--- config.mk ---
export PLATFORM = sky130hd
export DESIGN_NAME = dac_write_sched
export DESIGN_NICKNAME = d
export VERILOG_FILES = /design/src/rtl/dac_write_sched.sv
export SDC_FILE = /design/constraint.sdc
export NUM_CORES = 1
export LEC_CHECK = 0
export CORE_MARGIN = 2
export CORE_UTILIZATION = 47
export CTS_CLUSTER_DIAMETER = 30
export DETAILED_ROUTE_END_ITERATION = 10
export PLACE_DENSITY = 0.84
export SYNTH_ARGS = -nofsm -noshare
export SYNTH_HDL_FRONTEND = slang
export SYNTH_SLANG_ARGS = --single-unit
--- constraint.sdc ---
create_clock -name clk -period 3.2 [get_ports clk]
set_input_delay 0.48 -clock clk [delete_from_list [all_inputs] [get_ports clk]]
set_output_delay 0.48 -clock clk [all_outputs]
set_load 0.01 [all_outputs]
--- src/rtl/dac_write_sched.sv ---
// dac_write_sched: round-robin scheduler sharing one serial DAC write engine between NUM_CH controllers.
// Ports:
//   clk, reset           system clock, synchronous active-high reset
//   enable               scheduler enable; low flushes pending requests and blocks new writes
//   ch_ready, ch_data    per-channel ready level (rising edge = request) and 16-bit command
//   ch_busy              per-channel pending-or-in-flight flag
//   dac_start/chan/data  one-clock launch pulse plus channel and value held until dac_done
//   dac_done             completion pulse from the serializer
//   overrun_cnt          per-channel 8-bit saturating count of overwritten pending requests
//   timeout_err          sticky write-timeout flag
module dac_write_sched #(
    parameter int NUM_CH  = 4,
    parameter int TIMEOUT = 512,
    parameter int GAP     = 4
) (
    input  logic                  clk,
    input  logic                  reset,
    input  logic                  enable,
    input  logic [NUM_CH-1:0]     ch_ready,
    input  logic [16*NUM_CH-1:0]  ch_data,
    output logic [NUM_CH-1:0]     ch_busy,
    output logic                  dac_start,
    output logic [2:0]            dac_chan,
    output logic [15:0]           dac_data,
    input  logic                  dac_done,
    output logic [8*NUM_CH-1:0]   overrun_cnt,
    output logic                  timeout_err
);
    localparam int TW = $clog2(TIMEOUT) + 1;
    localparam int GW = $clog2(GAP + 1) + 1;

    typedef enum logic [1:0] {S_IDLE, S_ISSUE, S_WAIT, S_GAP} state_t;

    state_t               state;
    logic [NUM_CH-1:0]    ready_s, ready_q, req, pend, pend_nxt, issue_clr, inflight_nxt;
    logic [16*NUM_CH-1:0] pend_data;
    logic [2:0]           sel, rr_ptr, cand;
    logic [15:0]          cand_data;
    logic [TW-1:0]        timer;
    logic [GW-1:0]        gcnt;
    logic                 go, done_w, expire;
    int                   j;

    // Scan from rr_ptr+NUM_CH down to rr_ptr+1 so the last hit is the first in priority order.
    always_comb begin
        cand = '0;
        j = 0;
        for (int k = NUM_CH; k >= 1; k--) begin
            j = int'(rr_ptr) + k;
            if (j >= NUM_CH) j = j - NUM_CH;
            if (|(pend & (NUM_CH'(1) << j))) cand = 3'(j);
        end
    end

    assign req       = ready_s & ~ready_q;
    assign go        = (state == S_IDLE) && enable && (|pend);
    assign done_w    = (state == S_WAIT) && dac_done;
    assign expire    = (state == S_WAIT) && !dac_done && (timer == TW'(TIMEOUT - 1));
    assign issue_clr = (state == S_ISSUE) ? (NUM_CH'(1) << sel) : '0;
    assign pend_nxt  = enable ? ((pend & ~issue_clr) | req) : '0;
    // A capture landing on the launch edge is the newest data, so issue it directly.
    assign cand_data = (enable && |(req & (NUM_CH'(1) << cand))) ? ch_data[16*cand +: 16]
                                                                 : pend_data[16*cand +: 16];
    assign inflight_nxt = go ? (NUM_CH'(1) << cand) :
                          ((state == S_ISSUE) || ((state == S_WAIT) && !done_w && !expire)) ? (NUM_CH'(1) << sel) : '0;

    always_ff @(posedge clk) begin
        if (reset) begin
            state       <= S_IDLE;
            ready_s     <= '0;
            ready_q     <= '0;
            pend        <= '0;
            pend_data   <= '0;
            overrun_cnt <= '0;
            ch_busy     <= '0;
            sel         <= '0;
            rr_ptr      <= 3'(NUM_CH - 1);
            timer       <= '0;
            gcnt        <= '0;
            dac_start   <= 1'b0;
            dac_chan    <= '0;
            dac_data    <= '0;
            timeout_err <= 1'b0;
        end else begin
            ready_s <= ch_ready;
            ready_q <= ready_s;
            pend    <= pend_nxt;
            ch_busy <= pend_nxt | inflight_nxt;
            for (int i = 0; i < NUM_CH; i++) begin
                if (enable && req[i]) begin
                    pend_data[16*i +: 16] <= ch_data[16*i +: 16];
                    // Re-request of the channel being issued is a fresh capture, not an overrun.
                    if (pend[i] && !issue_clr[i] && overrun_cnt[8*i +: 8] != 8'hFF)
                        overrun_cnt[8*i +: 8] <= overrun_cnt[8*i +: 8] + 8'd1;
                end
            end
            case (state)
                S_IDLE: begin
                    if (go) begin
                        state     <= S_ISSUE;
                        sel       <= cand;
                        dac_start <= 1'b1;
                        dac_chan  <= cand;
                        dac_data  <= cand_data;
                        timer     <= '0;
                    end
                end
                S_ISSUE: begin
                    dac_start <= 1'b0;
                    rr_ptr    <= sel;
                    timer     <= timer + TW'(1);
                    state     <= S_WAIT;
                end
                S_WAIT: begin
                    timer <= timer + TW'(1);
                    if (done_w || expire) begin
                        state    <= S_GAP;
                        gcnt     <= '0;
                        dac_chan <= '0;
                        dac_data <= '0;
                    end
                    if (expire) timeout_err <= 1'b1;
                end
                default: begin
                    if (gcnt == GW'(GAP - 1)) state <= S_IDLE;
                    else gcnt <= gcnt + GW'(1);
                end
            endcase
        end
    end
endmodule
==> results.ini <==
[die]
die_x_um=130
initial_core_util=0.485
io_pins=129
core_area_um2=15300
num_rows=45
die_y_um=130
dieArea_um2=16800

[synth]
synth_edf_count=0
yosysMostFrequentCell=nand2_1
async_flop_share=0
synth_area_leader_cell=dfxtp_1
synth_top_family_by_area=simple AND/OR/NAND/NOR gates
syn_inst=864
synthFlopType=dfxtp_1
synth_nets=951
yosys.area_share.simple=0.195
ys_ff_latch=155
netlist_area_um2=7430
synthTopCellsByCount=182 x nand2_1, 155 x dfxtp_1, 123 x mux2i_1
synth_compound_area_frac=0.115
synthMuxAreaShare=0.172
syn_area_per_cell_um2=8.60
synth_seq_area_share=0.417
synth_top_area_frac=0.417
synth_cell_types=56
synth_area_leaders=dfxtp_1 42%, mux2i_1 17%, nand2_1 9.2%
synth-xor-area-share=0.0401
synth_fa_ha_area_frac=0.0252
yosys_warnings=0

[clocking]
cts_tree=yes
cts_made_buffers=17
clk_latency_ns=0.43
path_clk_slew_ns=0.06
root_buffer=clkbuf_16
clk_path_buf_depth=2
htree_num_levels=4
clock-sinks=155

[placement]
routabilityCongestion=0.918
portBuffers=128
place_hpwl_mm=14.4

[routing]
detailedRoute.firstPassIterationCount=5
drc=0
drtIter0Drc=789
via_count=6712
finalWirelength_mm=20.7
detail-route-antenna-nets=0
via_per_inst=5.53
wl_per_cell_um=17.1

[worst_setup_path]
worst_setup_path_start_kind=flip-flop
worstSetupEndpointType=flip-flop
crit_required_ns=3.49
cp_max_fo=16
cpPeakStageDelay_ns=0.58
crit_chain=inv_1, ha_4, mux4_2, a222oi_1, mux2i_1, buf_4, o21ai_1, or3_1, o21ai_1
cp_common_cell=o21ai_1
crit_arrival_ns=3.40
crit_type=reg -> reg
slowest_stage=or3_1

[run]
cap_violations=0

[sta]
max_slew_margin=0.463
fmax_mhz=322
fin_skew_ns=0.0122
rsz0062_at_grt=false
min_period_over_period=0.972
setup_viol_count_final=0
worstMarginPinSlew_ns=0.795
setup_tns_ns=0
hold_viol_final=0
fin_crit_ns=3.11
slew_viol_final=0

[final_layout]
diodes=0
utilization=0.631
final_nets=1076
syn2layout_area_growth_pct=30.0
drive_above_1_share=0.0739

[power_and_ir_drop]
leakagePower_nw=3.53
p_sw_frac=0.265
seqPwrFrac=0.415
ir_drop_mv=0.529
combPwrFrac=0.162
clkPwrFrac=0.423
p_per_area_nw_per_um2=503
power.internal_mw=3.58
power_switching_mw=1.29

[grt]
grt.overflow.total=0
grt_pass1_vias=6332
grt_max_degree=74
grt_pass1_wl_mm=31.9
track_usage=0.241
antenna_found_initial=0

[run_status]
outcome=finished clean

[hold_path]
hp-class=reg -> reg

[layout make-up]
type / count / area [µm²]
Fill cell: 1211 / 5650
Timing Repair Buffer: 155 / 1530
Multi-Input combinational cell: 648 / 4120
Inverter: 12 / 45.0
Clock inverter: 11 / 133
Sequential cell: 155 / 3100
Clock buffer: 21 / 470
Tap cell: 211 / 264
[final timing paths]
kind | start | end | slack (ns) | depth (start not counted)
worst min register to register | dac_data[6] | dac_data[6] | 0.45 | 2
worst max-delay path | rr_ptr[0] | dac_data[5] | 0.09 | 9
worst max register to register | rr_ptr[0] | dac_data[5] | 0.09 | 9
worst min-delay path | dac_data[6] | dac_data[6] | 0.45 | 2
[cell families after synthesis]
group                    count (synthesis)
XOR/XNOR                                34
buffers and inverters                   61
multiplexers                           126
AND/OR/NAND/NOR                        331
AO/OA/AOI/OAI                          142
adder cells (fa/ha/maj)                 15
flip-flops                             155
[what timing repair did]
item	4_1_cts	5_1_grt
endpoints found under the setup margin	0	16
setup buffers	0	1
gates resized for setup	0	8
hold buffers	0	0
[state kept, by name, indices dropped and copies added, names as in the netlist, 4 cells and up]
register     flops
pend_data       64
overrun_cnt     32
dac_data        16
timer           10
ch_busy          4
gcnt             4
pend             4
ready_q          4
ready_s          4
[layout by cell type, fill, tap and decap left out, types with 3 or more instances in the layout]
cell type / instances
a21oi_1: 79
a22oi_1: 4
a311oi_1: 3
a31oi_1: 3
a32oi_1: 3
and2_1: 8
and3_1: 9
and4_1: 4
buf_4: 24
clkbuf_16: 18
clkbuf_8: 3
clkdlybuf4s50_1: 127
clkinvlp_4: 4
dfxtp_1: 155
ha_1: 14
inv_1: 12
inv_6: 3
mux2i_1: 121
nand2_1: 182
nand2b_1: 7
nand3_1: 6
nand4_1: 10
nor2_1: 67
nor2b_1: 14
nor3_1: 9
nor4_1: 4
o21ai_0: 10
o21ai_1: 18
or3_1: 3
xnor2_1: 12
xor2_1: 22
[routing by layer]
layer	global-route usage	wire, µm	vias up
met4	0.0791	491	0
met5	0	0	-
met1	0.318	8770	3137
met2	0.379	9370	311
met3	0.0763	2060	49
li1	-	-	3215
[through the flow]
stage          setup slack [ns]  area, µm²  total power [mW]  cells  hold slack, ns
5_1_grt                  0.0335       9660              5.02   1213           0.470
3_3_place_gp              0.227       8990              2.79   1179           0.440
4_1_cts                  0.0226       9590              4.83   1211           0.456
6_report                 0.0902       9660              4.86   1213           0.454
3_5_place_dp              0.106       8990              2.80   1179           0.446
2_1_floorplan           0.00877       7430              2.54    864           0.430
[power groups by stage]
stage,logic [mW],registers [mW],clock network (mW)
detailed placement,0.749,2.06,0
global route,0.839,2.02,2.16
global placement,0.736,2.05,0
floorplan,0.484,2.05,0
finish,0.789,2.02,2.06
CTS,0.754,2.01,2.07
[worst max-delay path, delay by kind of cell (launching register included)]
kind / cells / cell delay [ns]
AOI/OAI and AO/OA: 3 / 0.72
adders and majority gates: 1 / 0.30
buffers and inverters: 2 / 0.28
DFF: 1 / 0.36
muxes: 2 / 0.72
and+or+nand+nor: 1 / 0.58
Note: power is estimated with default switching activity, not from simulation.
